[config.mk]
export PLATFORM = sky130hd
export DESIGN_NAME = delay_timer_bank_flat
export DESIGN_NICKNAME = d
export VERILOG_FILES = /design/src/rtl/delay_timer_bank_pkg.sv /design/src/rtl/delay_timer_bank_if.sv /design/src/rtl/delay_timer_bank_chan.sv /design/src/rtl/delay_timer_bank.sv /design/src/flat_wrapper.sv
export SDC_FILE = /design/constraint.sdc
export NUM_CORES = 1
export LEC_CHECK = 0
export CORE_MARGIN = 2
export CORE_UTILIZATION = 35
export CTS_CLUSTER_SIZE = 25
export DETAILED_ROUTE_END_ITERATION = 10
export SLEW_MARGIN = 10
export SYNTH_ARGS = -nofsm -noshare
export SYNTH_HDL_FRONTEND = slang
export SYNTH_SLANG_ARGS = --single-unit
[constraint.sdc]
create_clock -name clk -period 5.9 [get_ports clk]
set_input_delay 1.18 -clock clk [delete_from_list [all_inputs] [get_ports clk]]
set_output_delay 1.18 -clock clk [all_outputs]
set_load 0.02 [all_outputs]
[src/rtl/delay_timer_bank_pkg.sv]
// Shared types for the delay timer bank: channel state and run mode encodings.
// Latency: n/a (types only).
// Backpressure: n/a (types only).
package delay_timer_pkg;

  typedef enum logic {ST_IDLE, ST_RUN} dt_state_e;

  typedef enum logic {MODE_ONESHOT, MODE_PERIODIC} dt_mode_e;

  // Channel-select width, never narrower than one bit.
  function automatic int chw_of(input int nch);
    return (nch > 1) ? $clog2(nch) : 1;
  endfunction

endpackage

[src/rtl/delay_timer_bank_if.sv]
// Config write port, per-channel start/stop requests and per-channel status of the timer bank.
// Latency: n/a (wires only).
// Backpressure: none; every request is accepted in the cycle it is presented.
interface delay_timer_bank_if
  import delay_timer_pkg::*;
#(
  parameter int NCH   = 4,
  parameter int CBITS = 15,
  parameter int CHW   = chw_of(NCH)
);
  logic             cfg_we;
  logic [CHW-1:0]   cfg_ch;
  logic [CBITS-1:0] cfg_period;
  logic             cfg_mode;
  logic [NCH-1:0]   start;
  logic [NCH-1:0]   stop;
  logic [NCH-1:0]   busy;
  logic [NCH-1:0]   sig;
  logic [NCH-1:0]   err;
  logic [NCH-1:0]   flg;

  modport master (
    output cfg_we, cfg_ch, cfg_period, cfg_mode, start, stop,
    input  busy, sig, err, flg
  );

  modport slave (
    input  cfg_we, cfg_ch, cfg_period, cfg_mode, start, stop,
    output busy, sig, err, flg
  );
endinterface

[src/rtl/delay_timer_bank_chan.sv]
// One delay timer channel: counts 0..act_period, flags terminal count, then re-arms or idles.
// Latency: start at t -> busy at t+1, sig at t+1+P; outputs come from registered state only.
// Backpressure: none; start/stop are level-sampled every cycle, stop wins over start.
module delay_timer_chan
  import delay_timer_pkg::*;
#(
  parameter int CBITS     = 15,
  parameter int DEFAULT_N = 20000
) (
  input  logic             clk,
  input  logic             rst,
  input  logic             we,
  input  logic [CBITS-1:0] wr_period,
  input  logic             wr_mode,
  input  logic             start,
  input  logic             stop,
  output logic             busy,
  output logic             sig,
  output logic             err,
  output logic             flg
);
  localparam logic [CBITS-1:0] DEF_P = CBITS'(DEFAULT_N);

  dt_state_e        state, state_nxt;
  logic [CBITS-1:0] cnt, cnt_nxt;
  logic [CBITS-1:0] act_period, act_period_nxt;
  logic [CBITS-1:0] pend_period, pend_period_nxt;
  dt_mode_e         act_mode, act_mode_nxt;
  dt_mode_e         pend_mode, pend_mode_nxt;
  logic             load;

  // Register channel state; reset returns to the default period and drops any pending write.
  always_ff @(posedge clk) begin
    if (rst) begin
      state       <= ST_IDLE;
      cnt         <= '0;
      act_period  <= DEF_P;
      act_mode    <= MODE_PERIODIC;
      pend_period <= DEF_P;
      pend_mode   <= MODE_PERIODIC;
    end else begin
      state       <= state_nxt;
      cnt         <= cnt_nxt;
      act_period  <= act_period_nxt;
      act_mode    <= act_mode_nxt;
      pend_period <= pend_period_nxt;
      pend_mode   <= pend_mode_nxt;
    end
  end

  // Next state and counter; active config only reloads where cnt restarts at 0, so cnt never exceeds it.
  always_comb begin
    state_nxt       = state;
    cnt_nxt         = cnt;
    load            = 1'b0;
    busy            = 1'b0;
    sig             = 1'b0;
    flg             = 1'b0;
    err             = 1'b0;
    // A write in the same cycle as a load point is the value that gets loaded.
    pend_period_nxt = we ? wr_period : pend_period;
    pend_mode_nxt   = we ? dt_mode_e'(wr_mode) : pend_mode;

    case (state)
      ST_IDLE: begin
        cnt_nxt = '0;
        load    = 1'b1;
        if (start && !stop) state_nxt = ST_RUN;
      end
      ST_RUN: begin
        if (stop) begin
          state_nxt = ST_IDLE;
          cnt_nxt   = '0;
        end else if (start) begin
          cnt_nxt = '0;
          load    = 1'b1;
        end else if (cnt == act_period) begin
          cnt_nxt = '0;
          load    = 1'b1;
          if (act_mode == MODE_ONESHOT) state_nxt = ST_IDLE;
        end else begin
          cnt_nxt = cnt + CBITS'(1);
        end
      end
      default: begin
        state_nxt = ST_IDLE;
        cnt_nxt   = '0;
      end
    endcase

    act_period_nxt = load ? pend_period_nxt : act_period;
    act_mode_nxt   = load ? pend_mode_nxt : act_mode;

    busy = (state == ST_RUN);
    sig  = busy && (cnt == act_period);
    flg  = busy && (cnt < act_period);
    err  = (cnt > act_period);
  end

endmodule

[src/rtl/delay_timer_bank.sv]
// Bank of NCH independent programmable delay timers sharing one config write port.
// Latency: per channel, start at t -> busy at t+1, sig at t+1+P; config to an idle channel effective at t+1.
// Backpressure: none; config writes to cfg_ch >= NCH are dropped, stop wins over start.
module delay_timer_bank
  import delay_timer_pkg::*;
#(
  parameter int NCH       = 4,
  parameter int CBITS     = 15,
  parameter int DEFAULT_N = 20000,
  parameter int CHW       = chw_of(NCH)
) (
  input logic               clk,
  input logic               rst,
  delay_timer_bank_if.slave bus
);
  logic [NCH-1:0] busy_w, sig_w, err_w, flg_w;

  if (NCH < 1) begin : g_bad_nch
    $error("delay_timer_bank: NCH must be at least 1");
  end
  if (DEFAULT_N < 0 || DEFAULT_N >= (2 ** CBITS)) begin : g_bad_default
    $error("delay_timer_bank: DEFAULT_N must fit in CBITS");
  end

  for (genvar i = 0; i < NCH; i++) begin : g_chan
    logic we_i;

    // Unmatched channel selects produce no write enable, so out-of-range writes vanish.
    assign we_i = bus.cfg_we && (bus.cfg_ch == CHW'(i));

    delay_timer_chan #(
      .CBITS     (CBITS),
      .DEFAULT_N (DEFAULT_N)
    ) u_chan (
      .clk       (clk),
      .rst       (rst),
      .we        (we_i),
      .wr_period (bus.cfg_period),
      .wr_mode   (bus.cfg_mode),
      .start     (bus.start[i]),
      .stop      (bus.stop[i]),
      .busy      (busy_w[i]),
      .sig       (sig_w[i]),
      .err       (err_w[i]),
      .flg       (flg_w[i])
    );

    a_no_err:   assert property (@(posedge clk) disable iff (rst) !err_w[i]);
    a_sig_xflg: assert property (@(posedge clk) disable iff (rst) sig_w[i] |-> !flg_w[i]);
    a_busy_one: assert property (@(posedge clk) disable iff (rst) busy_w[i] |-> (sig_w[i] ^ flg_w[i]));
  end

  assign bus.busy = busy_w;
  assign bus.sig  = sig_w;
  assign bus.err  = err_w;
  assign bus.flg  = flg_w;

endmodule

[src/flat_wrapper.sv]
// flat-port wrapper written by rule: the top's interface ports become plain ports
module delay_timer_bank_flat import delay_timer_pkg::*;
#(
  parameter int NCH       = 4,
  parameter int CBITS     = 15,
  parameter int DEFAULT_N = 20000,
  parameter int CHW       = chw_of(NCH)
)
  (clk, rst, bus_cfg_we, bus_cfg_ch, bus_cfg_period, bus_cfg_mode, bus_start, bus_stop, bus_busy, bus_sig, bus_err, bus_flg);
  delay_timer_bank_if #(.NCH(NCH), .CBITS(CBITS), .CHW(CHW)) bus_i ();
  input logic clk;
  input logic rst;
  input wire logic [$bits(bus_i.cfg_we)-1:0] bus_cfg_we;
  input wire logic [$bits(bus_i.cfg_ch)-1:0] bus_cfg_ch;
  input wire logic [$bits(bus_i.cfg_period)-1:0] bus_cfg_period;
  input wire logic [$bits(bus_i.cfg_mode)-1:0] bus_cfg_mode;
  input wire logic [$bits(bus_i.start)-1:0] bus_start;
  input wire logic [$bits(bus_i.stop)-1:0] bus_stop;
  output wire logic [$bits(bus_i.busy)-1:0] bus_busy;
  output wire logic [$bits(bus_i.sig)-1:0] bus_sig;
  output wire logic [$bits(bus_i.err)-1:0] bus_err;
  output wire logic [$bits(bus_i.flg)-1:0] bus_flg;
  assign bus_i.cfg_we = bus_cfg_we;
  assign bus_i.cfg_ch = bus_cfg_ch;
  assign bus_i.cfg_period = bus_cfg_period;
  assign bus_i.cfg_mode = bus_cfg_mode;
  assign bus_i.start = bus_start;
  assign bus_i.stop = bus_stop;
  assign bus_busy = bus_i.busy;
  assign bus_sig = bus_i.sig;
  assign bus_err = bus_i.err;
  assign bus_flg = bus_i.flg;
  delay_timer_bank #(.NCH(NCH), .CBITS(CBITS), .DEFAULT_N(DEFAULT_N), .CHW(CHW)) u_core (.clk(clk), .rst(rst), .bus(bus_i));
endmodule
-- Word-level counts from Yosys, hierarchy flattened
Cells that the tools add are included.
- divide/modulo/power cells: 0
- mux-type cells: 64
- $lt $le $gt $ge: 8
- bitwise operators: 4
- eq/ne operators: 7
- $mul: 0
- reduce and logical (&&, ||, !) cells: 21
- shifts and indexed selects: 0
- $add $sub $neg: 4
- operators with widths (kind ; count):
    15-bit 2-to-1 mux ; 16
    15-bit one-hot mux with 2 select lines ; 4
    15-bit by 1-bit adder with 15-bit output (second input constant) ; 4
    15-bit equality test ; 4
    15-bit greater-than comparator ; 4
    15-bit < comparator ; 4
    1-bit 2-to-1 mux ; 36
    1-bit logical AND ; 16
    1-bit one-hot mux with 2 select lines ; 8
    2-bit equality test (second input constant) ; 2
    1-bit zero test ; 4
    1-bit inverter ; 4
    2-bit by 1-bit equality test with 1-bit output (second input constant) ; 1
    2-bit zero test ; 1
- bits in writable memories: 0
- input bits: 29
- memories kept: 0
- latch bits: 0
- register bits: 192
- ROM bits: 0
- output and inout bits: 16

-- Logic depth before layout (Yosys ltp)
Gate-level depths: netlist of the first run.
- word-level depth: 5
- gate-level depth with buffers: 10

-- Hierarchy
Synthesis of the first run repeated with hierarchy kept, for this count alone.
- cells, all modules: 1165
- area total of the unflattened synthesis: 10282.4 µm²
- by module, submodules not included (module ; cells an instance ; seq. area each (µm²) ; area an instance (µm²) ; times used):
    delay_timer_chan (u_core.g_chan[0].u_chan ...) ; 288 ; 960.9 ; 2558.7 ; 3
    delay_timer_chan (u_core.g_chan[3].u_chan) ; 297 ; 960.9 ; 2568.7 ; 1
    delay_timer_bank ; 4 ; 0.0 ; 37.5 ; 1

-- Least setup slack after synthesis of the first run
No wires, ideal clock.
- kind: register -> output
- from: register u_core.g_chan[2].u_chan.act_period[14]
- to: output bus_flg[2]
- stages on the path, launching flop included: 9
- arrival: 1.522 ns
- setup slack: 3.198 ns
- path through: dfxtp_1 -> inv_1 -> ha_1 -> nand3_1 -> nor3_1 -> o31ai_1 -> o211a_1 -> and2_1 -> buf_4
- cells in the longest elaborated chain, start to end: 2
- RTL lines (what ; line ; text):
    from (decl) ; delay_timer_bank_chan.sv:26 ; logic [CBITS-1:0] act_period, act_period_nxt;
    from (signal assigned) ; delay_timer_bank_chan.sv:44 ; act_period <= act_period_nxt;
    15-bit < comparator ; delay_timer_bank_chan.sv:96 ; flg = busy && (cnt < act_period);
    1-bit logical AND ; delay_timer_bank_chan.sv:96 ;
    to (decl) ; flat_wrapper.sv:22 ; output wire logic [$bits(bus_i.flg)-1:0] bus_flg;
Every way passes these cells.

-- Worst setup path after layout of the first run
- from: register u_core.g_chan[2].u_chan.cnt[13]
- to: output bus_err[2]
- cells in the longest elaborated chain, start to end: 1
- RTL lines (what ; line ; text):
    from (decl) ; delay_timer_bank_chan.sv:25 ; logic [CBITS-1:0] cnt, cnt_nxt;
    from (signal assigned) ; delay_timer_bank_chan.sv:43 ; cnt <= cnt_nxt;
    15-bit greater-than comparator ; delay_timer_bank_chan.sv:97 ; err = (cnt > act_period);
    to (decl) ; flat_wrapper.sv:21 ; output wire logic [$bits(bus_i.err)-1:0] bus_err;
Every way passes these cells.

==> impl_metrics.ini, run 1 <==
[status]
status = finished, final reports clean

[floorplanning]
core_um2 = 25000
num_rows = 58
die_area_um2 = 26600
start_util_pct = 35.4
pin_count = 45
fp.dieW_um = 163
die_y_um = 163

[timing]
worst_slew_pin_slew_ps = 1020
hold_viol = 0
fin_crit_sh_pct = 65.5
rsz0062_at_grt = no
relSlewSlack_pct = 31.6
fin_worst_skew_ps = 7.88
finalSetupTns_ps = 0
min_period_ps = 3860
setup_viol_count_final = 0
slew_violations = 0
fmax_mhz = 259

[final_layout]
area_growth_pct = 13.2
drive_gt1_share_pct = 7.97
antenna_cells = 0
finalNetCount = 1121

[synth]
synth-seq-cells = 192
seq_area_frac_synth_pct = 43.5
synth_edf_count = 0
async_flop_share_pct = 0
synth_top_family_by_area = simple AND/OR/NAND/NOR gates
syn-cell-area_um2 = 8840
netlist_instances = 1017
synth_xor_xnor_area_share_pct = 5.15
synth-compound-area-share_pct = 10.9
syn_nets = 1110
synth_mux_area_share_pct = 3.56
avgSynthCellArea_um2 = 8.70
synth-warning-count = 0
yosysUniqueCellTypes = 55
synth_adder_area_share_pct = 9.05
synthSimpleGateAreaFrac_pct = 21.4
synth_ff_type = dfxtp_1

[global_route]
grt_pass1_vias = 6239
grt.overflow.total = 0
grt_util_met2_pct = 22.9
top_usage_layer = met2
grt_max_degree = 67
antenna_found_initial = 0
grt_use_met3_pct = 4.00
grtUsageMet1_pct = 20.6
grt_pass1_wl_um = 31200
track_usage_pct = 14.8

[clock_network]
clock-sinks = 192
ctsHoldBuffers = 0
cts.path.max_buffers = 2
clock-root-buffer = clkbuf_16
numCtsBuffers = 17
cts_setup_buffers = 0
cts_tree = done
htreeDepth = 4
clock_latency_ps = 440
clk_pin_slew_worst_paths_ps = 70
cts_resized = 0

[critical_path]
crit_fanout = 4
slowest_delay_ps = 610
required_ps = 4720
cp.arrival_ps = 2680
slowest_stage = clkdlybuf4s50_1
path_cells = ha_1 > nand3_1 > nor3_1 > o31ai_1 > o211a_1 > nor2_1 > clkdlybuf4s50_1
cp_num_buf_inv = 1
cp_top_family = simple AND/OR/NAND/NOR gates
end_kind = primary output
critPathLaunchType = flop
path_class = reg2out

[drt]
wl_per_cell_um = 13.6
ant_nets = 0
drc_errors = 0
via_per_inst = 4.72
routed_wl_um = 18600
dr.first_iter.drc_count = 380
dr.pass1.iters = 4
vias = 6473

[min_path]
hp-class = reg2reg

[placed_design]
gp_congestion = 0.778
hpwl_um = 13300
io_buffers = 44

[power]
leakage_nw = 3.89
ir_drop_uv = 197
powerDensity_nw_per_um2 = 270
total_power_w = 0.00271

[flow_run]
cap_violations = 0
==> routing by layer <==
metal	routed length (µm)	part of all wire, %
met4	140	0.75
met1	9400	51
met3	860	4.6
met5	0	0
met2	8200	44
==> area by class of cell <==
type	instances	area, µm²
fill	2524	14900
multi-input combinational	694	4420
sequential	192	3840
timing repair buffer	46	453
clock buffer	19	433
tap	330	413
inverter	77	289
clock inverter	13	163
==> final timing paths <==
kind                                                              from                                      to  slack, ps  cells after the start
worst min register to register  u_core.g_chan[3].u_chan.pend_period[0]  u_core.g_chan[3].u_chan.pend_period[0]        460                      2
worst max register to register         u_core.g_chan[2].u_chan.cnt[13]  u_core.g_chan[2].u_chan.act_period[14]       3300                      6
worst min-delay path            u_core.g_chan[3].u_chan.pend_period[0]  u_core.g_chan[3].u_chan.pend_period[0]        460                      2
worst max-delay path                   u_core.g_chan[2].u_chan.cnt[13]                              bus_err[2]       2040                      7
==> cells by family (layout without fill, tap and decap cells) <==
group | Yosys count | count (layout)
AO/OA/AOI/OAI | 145 | 145
buffers and inverters | 131 | 155
XOR/XNOR | 52 | 52
multiplexers | 28 | 28
adder cells (fa/ha/maj) | 64 | 64
AND/OR/NAND/NOR | 405 | 405
flip-flops | 192 | 192
==> state kept, by name, summed over array words and instances, names as in the netlist <==
register                          cells
u_core.g_chan.u_chan.act_mode         4
u_core.g_chan.u_chan.pend_period     60
u_core.g_chan.u_chan.busy             4
u_core.g_chan.u_chan.cnt             60
u_core.g_chan.u_chan.pend_mode        4
u_core.g_chan.u_chan.act_period      60
==> layout by cell type, fill, tap and decap left out, types with 4 or more instances in the layout <==
master and n:
nor2b_1 6, and3_1 8, a211oi_1 14, o32a_1 6, nor2_1 123, a21oi_1 66, inv_1 77, o31ai_1 5
and2_0 7, clkdlybuf4s50_1 43, a22oi_1 6, nand2_1 139, dfxtp_1 192, nand3_1 39, a22o_1 19, clkbuf_16 17
nand3b_1 25, or2_2 7, a31o_2 6, xnor2_1 26, and2_1 8, xor2_1 26, nand4_1 13, o21ai_0 8
mux2_2 28, ha_1 64, and4_1 4, nor3_1 9
==> through the flow <==
| stage | utilization, % | setup WS, ps | std cells | cell area, µm² | hold slack, ps |
|---|---|---|---|---|---|
| 6_report | 40.1 | 2040 | 1371 | 10000 | 458 |
| 2_1_floorplan | - | 3200 | 1017 | 8840 | 430 |
| 5_1_grt | 40.1 | 1770 | 1371 | 10000 | 474 |
| 3_3_place_gp | 37.7 | 2600 | 1339 | 9420 | 444 |
| 3_5_place_dp | 37.7 | 2540 | 1339 | 9420 | 451 |
| 4_1_cts | 40.1 | 1980 | 1371 | 10000 | 461 |
==> power breakdown <==
part	switching, W	leakage, nW	internal (W)
sequential	0.0000152	1.56	0.00134
clock	0.000505	0.284	0.000669
combinational	0.000106	2.05	0.0000767
==> Yosys cell counts (3+ instances only) <==
master / number / area share (%)
xnor2_1: 26 / 2.6
nand2_1: 139 / 5.9
buf_4: 16 / 1.4
and3_1: 8 / 0.57
a211oi_1: 14 / 1.2
nand3_1: 39 / 2.2
mux2_2: 28 / 3.6
or2_2: 7 / 0.50
nand2b_1: 3 / 0.21
nand3b_1: 25 / 2.1
nor2_1: 123 / 5.2
inv_1: 77 / 3.3
a21o_1: 3 / 0.25
a22o_1: 19 / 1.9
clkbuf_1: 25 / 1.1
o21ai_0: 8 / 0.45
and2_0: 7 / 0.50
nor3_1: 9 / 0.51
ha_1: 64 / 9.1
nand4_1: 13 / 0.92
xor2_1: 26 / 2.6
a22oi_1: 6 / 0.51
and4_1: 4 / 0.40
and2_1: 8 / 0.57
dfxtp_1: 192 / 43
o32a_1: 6 / 0.68
o31ai_1: 5 / 0.42
a31o_2: 6 / 0.59
buf_2: 9 / 0.51
nor2b_1: 6 / 0.42
a21oi_1: 66 / 3.7
==> tightest hold or removal path: cells and delay by family, from the launching register on <==
family | cells | cell delay (ps)
AND/OR/NAND/NOR | 1 | 40
flip-flops | 1 | 300
AO/OA/AOI/OAI | 1 | 60
(Power assumes the default switching activity.)
==> run 2: changes to the inputs <==
Clock period 5.9 ns to 3.54 ns, I/O delays scaled along.
==> run 2 against run 1 <==
Clock-buffer cell count is 2 lower. Cell area rose by 0.25%. First-iteration DRC count decreased by 4.7%. Register-to-register slack worse by 2200 ps. Critical endpoint unchanged.
==> impl_metrics.ini, run 2 (synthesis gave the netlist of run 1 again) <==
[final_layout]
drive_gt1_share_pct = 8.69
fin_util_pct = 40.2
seq_area_um2 = 3840
final_common_cell = dfxtp_1
area_growth_pct = 13.5
multi_input_area_um2 = 4420
finalInstanceArea_um2 = 10000
biggestRegsByFlops = u_core.g_chan.u_chan.act_period x60, u_core.g_chan.u_chan.cnt x60, u_core.g_chan.u_chan.pend_period x60
fill_cells = 2489
finalNetCount = 1127
layout_common_cells = 192 x dfxtp_1, 139 x nand2_1, 123 x nor2_1
antenna_cells = 0

[power]
ir_drop_uv = 229
total_power_w = 0.00444
leakage_nw = 3.92
powerDensity_nw_per_um2 = 442

[critical_path]
crit_fanout = 4
required_ps = 2830
cp.arrival_ps = 2600
path_class = reg2out
critPathLaunchType = flop
end_kind = primary output
reg2reg_slack_ps = 1100

[floorplanning]
num_rows = 58
die_y_um = 163
fp.dieW_um = 163
start_util_pct = 35.4
pin_count = 45
die_area_um2 = 26600
core_um2 = 25000

[clock_network]
cts_tree = done
htreeDepth = 4
clock-root-buffer = clkbuf_16
cts.path.max_buffers = 2
numCtsBuffers = 17
cts_resized = 0
ctsHoldBuffers = 0
clock_latency_ps = 430
clock-sinks = 192
clk_pin_slew_worst_paths_ps = 80
cts_setup_buffers = 0

[timing]
rsz0062_at_grt = no
worst_slew_pin_slew_ps = 762
finalSetupTns_ps = 0
setup_viol_count_final = 0
relSlewSlack_pct = 48.9
fin_worst_skew_ps = 9.67
hold_viol = 0
fmax_mhz = 303
slew_violations = 0
fin_crit_sh_pct = 93.3
min_period_ps = 3300

[global_route]
track_usage_pct = 14.7
antenna_found_initial = 0
grt.overflow.total = 0
grt_max_degree = 71
grt_pass1_vias = 6127
grt_pass1_wl_um = 31100

[placed_design]
io_buffers = 44
gp_congestion = 0.775
hpwl_um = 13400
placed_area_um2 = 9470

[drt]
drc_errors = 0
routed_wl_um = 18600
wl_per_cell_um = 13.5
via_per_inst = 4.76
dr.pass1.iters = 4
vias = 6551
dr.first_iter.drc_count = 362
ant_nets = 0

[flow_run]
cap_violations = 0

[min_path]
hp-class = reg2reg

[status]
status = finished, final reports clean
-- run 2: cell count changes in the layout (fill, tap and decap cells not counted), sizes merged --
cell and delta:
bufinv -2, clkinvlp -2, inv +6, clkbuf -2, buf +6
-- run 2: path summary, 6_finish.rpt --
path / start / endpoint / depth (start not counted)
max: u_core.g_chan[2].u_chan.cnt[13] / bus_err[2] / 7
min: u_core.g_chan[2].u_chan.pend_period[8] / u_core.g_chan[2].u_chan.pend_period[8] / 2
max reg2reg: u_core.g_chan[1].u_chan.cnt[13] / u_core.g_chan[1].u_chan.cnt[2] / 7
min reg2reg: u_core.g_chan[2].u_chan.pend_period[8] / u_core.g_chan[2].u_chan.pend_period[8] / 2
-- run 2: routing by layer --
| layer | global-route usage (%) | part of all wire [%] | vias to the layer above |
|---|---|---|---|
| met1 | 20.5 | 50 | 3007 |
| li1 | - | - | 3446 |
| met4 | 3.90 | 1.2 | 0 |
| met3 | 3.49 | 4.0 | 15 |
| met2 | 22.8 | 44 | 83 |
| met5 | 0 | 0 | - |
-- run 2: layout make-up --
type                            count  area share [%]
Clock inverter                     15            1.50
Clock buffer                       17            4.24
Timing Repair Buffer               52            4.96
Multi-Input combinational cell    694            44.0
Inverter                           77            2.88
Sequential cell                   192            38.3
Tap cell                          330            4.11
-- run 2: report_power, final --
part / switching, W / internal (W) / leakage (nW)
clock: 0.000892 / 0.000995 / 0.282
sequential: 0.0000254 / 0.00222 / 1.56
combinational: 0.000175 / 0.000131 / 2.08
-- run 2: through the flow --
stage               std cells  hold slack, ps  worst slack (ps)
floorplan                1017             430              1310
global placement         1345             446               710
detailed placement       1345             446               686
CTS                      1377             457               207
global route             1377             477              2.65
finish                   1377             456               237
-- run 2: worst max-delay path: stages, from the launching register on --
cell,delay [ps]
dfxtp_1,340
ha_1,310
nand3_1,110
nor3_1,390
o31ai_1,130
o211a_1,180
nor2_1,90
clkdlybuf4s50_1,610
==> run 3: changes to the inputs <==
Clock period 3.54 ns to 3.5 ns, I/O delays scaled along.
==> run 3 against run 2 <==
First-iteration DRC count is 28% higher. Global-route usage is 0.084 points higher. Sequential share of layout area is 0.53 points lower. Sequential cell count stayed put. Die area stayed put. Critical path type unchanged. Highest routed layer unchanged.
==> impl_metrics.ini, run 3 (synthesis gave the netlist of run 1 again) <==
[status]
status = finished, final reports clean

[floorplanning]
num_rows = 58
start_util_pct = 35.4
fp.dieW_um = 163
pin_count = 45
core_um2 = 25000
die_area_um2 = 26600
die_y_um = 163

[flow_run]
cap_violations = 0

[critical_path]
crit_fanout = 5
path_class = reg2out
cp_num_buf_inv = 1
crit_top_cell = a21oi_1
slowest_delay_ps = 600
required_ps = 2800
end_kind = primary output
critPathLaunchType = flop
rr_worst_depth = 7
r2r-end = u_core.g_chan[1].u_chan.cnt[3]
path_cells = ha_1 > a21oi_1 > a21oi_1 > o31ai_1 > o211a_1 > and2_1 > clkdlybuf4s50_1
r2r_start = u_core.g_chan[1].u_chan.cnt[13]
slowest_stage = clkdlybuf4s50_1
cp_top_family = compound AO/OA/AOI/OAI gates
reg2reg_slack_ps = 1140
cp.arrival_ps = 2610

[min_path]
hp-start = u_core.g_chan[2].u_chan.pend_period[6]
hold_end = u_core.g_chan[2].u_chan.pend_period[6]
hold_depth = 2
hp-class = reg2reg

[placed_design]
hpwl_um = 13500
gp_congestion = 0.774
io_buffers = 44

[global_route]
track_usage_pct = 14.8
grt.overflow.total = 0
antenna_found_initial = 0
grt_max_degree = 71
grt_pass1_wl_um = 31400
grt_pass1_vias = 6179

[clock_network]
clk_pin_slew_worst_paths_ps = 70
clock-sinks = 192
clock-root-buffer = clkbuf_16
cts_tree = done
htreeDepth = 4
cts_setup_buffers = 0
ctsHoldBuffers = 0
cts_resized = 0
clock_latency_ps = 430
cts.path.max_buffers = 2
numCtsBuffers = 17

[timing]
worst_slew_pin_slew_ps = 775
fmax_mhz = 302
fin_crit_sh_pct = 94.6
rsz0062_at_grt = no
finalSetupTns_ps = 0
setup_viol_count_final = 0
relSlewSlack_pct = 48.0
holdWs_ps = 457
hold_viol = 0
slew_violations = 0
fin_worst_skew_ps = 9.46
min_period_ps = 3310

[drt]
ant_nets = 0
drc_errors = 0
dr.pass1.iters = 5
wl_per_cell_um = 13.6
vias = 6554
dr.first_iter.drc_count = 463
via_per_inst = 4.76
routed_wl_um = 18700

[final_layout]
final_common_cell = dfxtp_1
antenna_cells = 0
biggestRegsByFlops = u_core.g_chan.u_chan.act_period x60, u_core.g_chan.u_chan.cnt x60, u_core.g_chan.u_chan.pend_period x60
layout_common_cells = 192 x dfxtp_1, 139 x nand2_1, 123 x nor2_1
finalNetCount = 1127
area_growth_pct = 15.1
drive_gt1_share_pct = 8.79

[power]
powerDensity_nw_per_um2 = 480
total_power_w = 0.00489
leakage_nw = 3.99
ir_drop_uv = 321
==> run 3: layout make-up <==
class	instances	area, µm²
Clock buffer	19	453
Inverter	77	289
Sequential cell	192	3840
Clock inverter	13	255
Tap cell	330	413
Fill cell	2523	14800
Timing Repair Buffer	52	500
Multi-Input combinational cell	694	4430
==> run 3: stage by stage <==
step	setup WS, ps	area (µm²)	instances	util (%)
finish	190	10200	1377	40.8
CTS	162	10200	1377	40.8
detailed placement	648	9470	1345	37.9
global route	66.0	10200	1377	40.8
global placement	677	9470	1345	37.9
floorplan	1280	8840	1017	-
==> run 3: worst max-delay path by stage <==
stage | depth (start not counted) | startpoint | end
3_3_place_gp | 7 | u_core.g_chan[2].u_chan.cnt[13] | bus_err[2]
6_report | 7 | u_core.g_chan[3].u_chan.cnt[2] | bus_flg[3]
4_1_cts | 8 | u_core.g_chan[0].u_chan.act_period[8] | bus_flg[0]
2_1_floorplan | 8 | u_core.g_chan[2].u_chan.act_period[14] | bus_flg[2]
3_5_place_dp | 8 | u_core.g_chan[0].u_chan.act_period[8] | bus_flg[0]
5_1_grt | 8 | u_core.g_chan[0].u_chan.act_period[13] | bus_err[0]
==> run 3: per-layer routing <==
layer | routed length [µm] | GRT usage [%] | vias up
li1 | - | - | 3441
met1 | 9550 | 20.8 | 3011
met2 | 8280 | 22.9 | 93
met3 | 820 | 3.67 | 9
met4 | 93 | 3.30 | 0
met5 | 0 | 0 | -
==> run 3: report_power, final <==
part	total (W)	leakage [nW]	internal [W]	switching (W)
Combinational	0.000311	2.09	0.000132	0.000179
Sequential	0.00228	1.56	0.00225	0.0000257
Clock	0.00230	0.336	0.00145	0.000847
Total	0.00489	3.99	0.00384	0.00105
==> run 3: worst min-delay path: cells and delay by family (launching register included) <==
kind	cells	cell delay (ps)
flip-flops	1	300
AO/OA/AOI/OAI	1	60
AND/OR/NAND/NOR	1	50
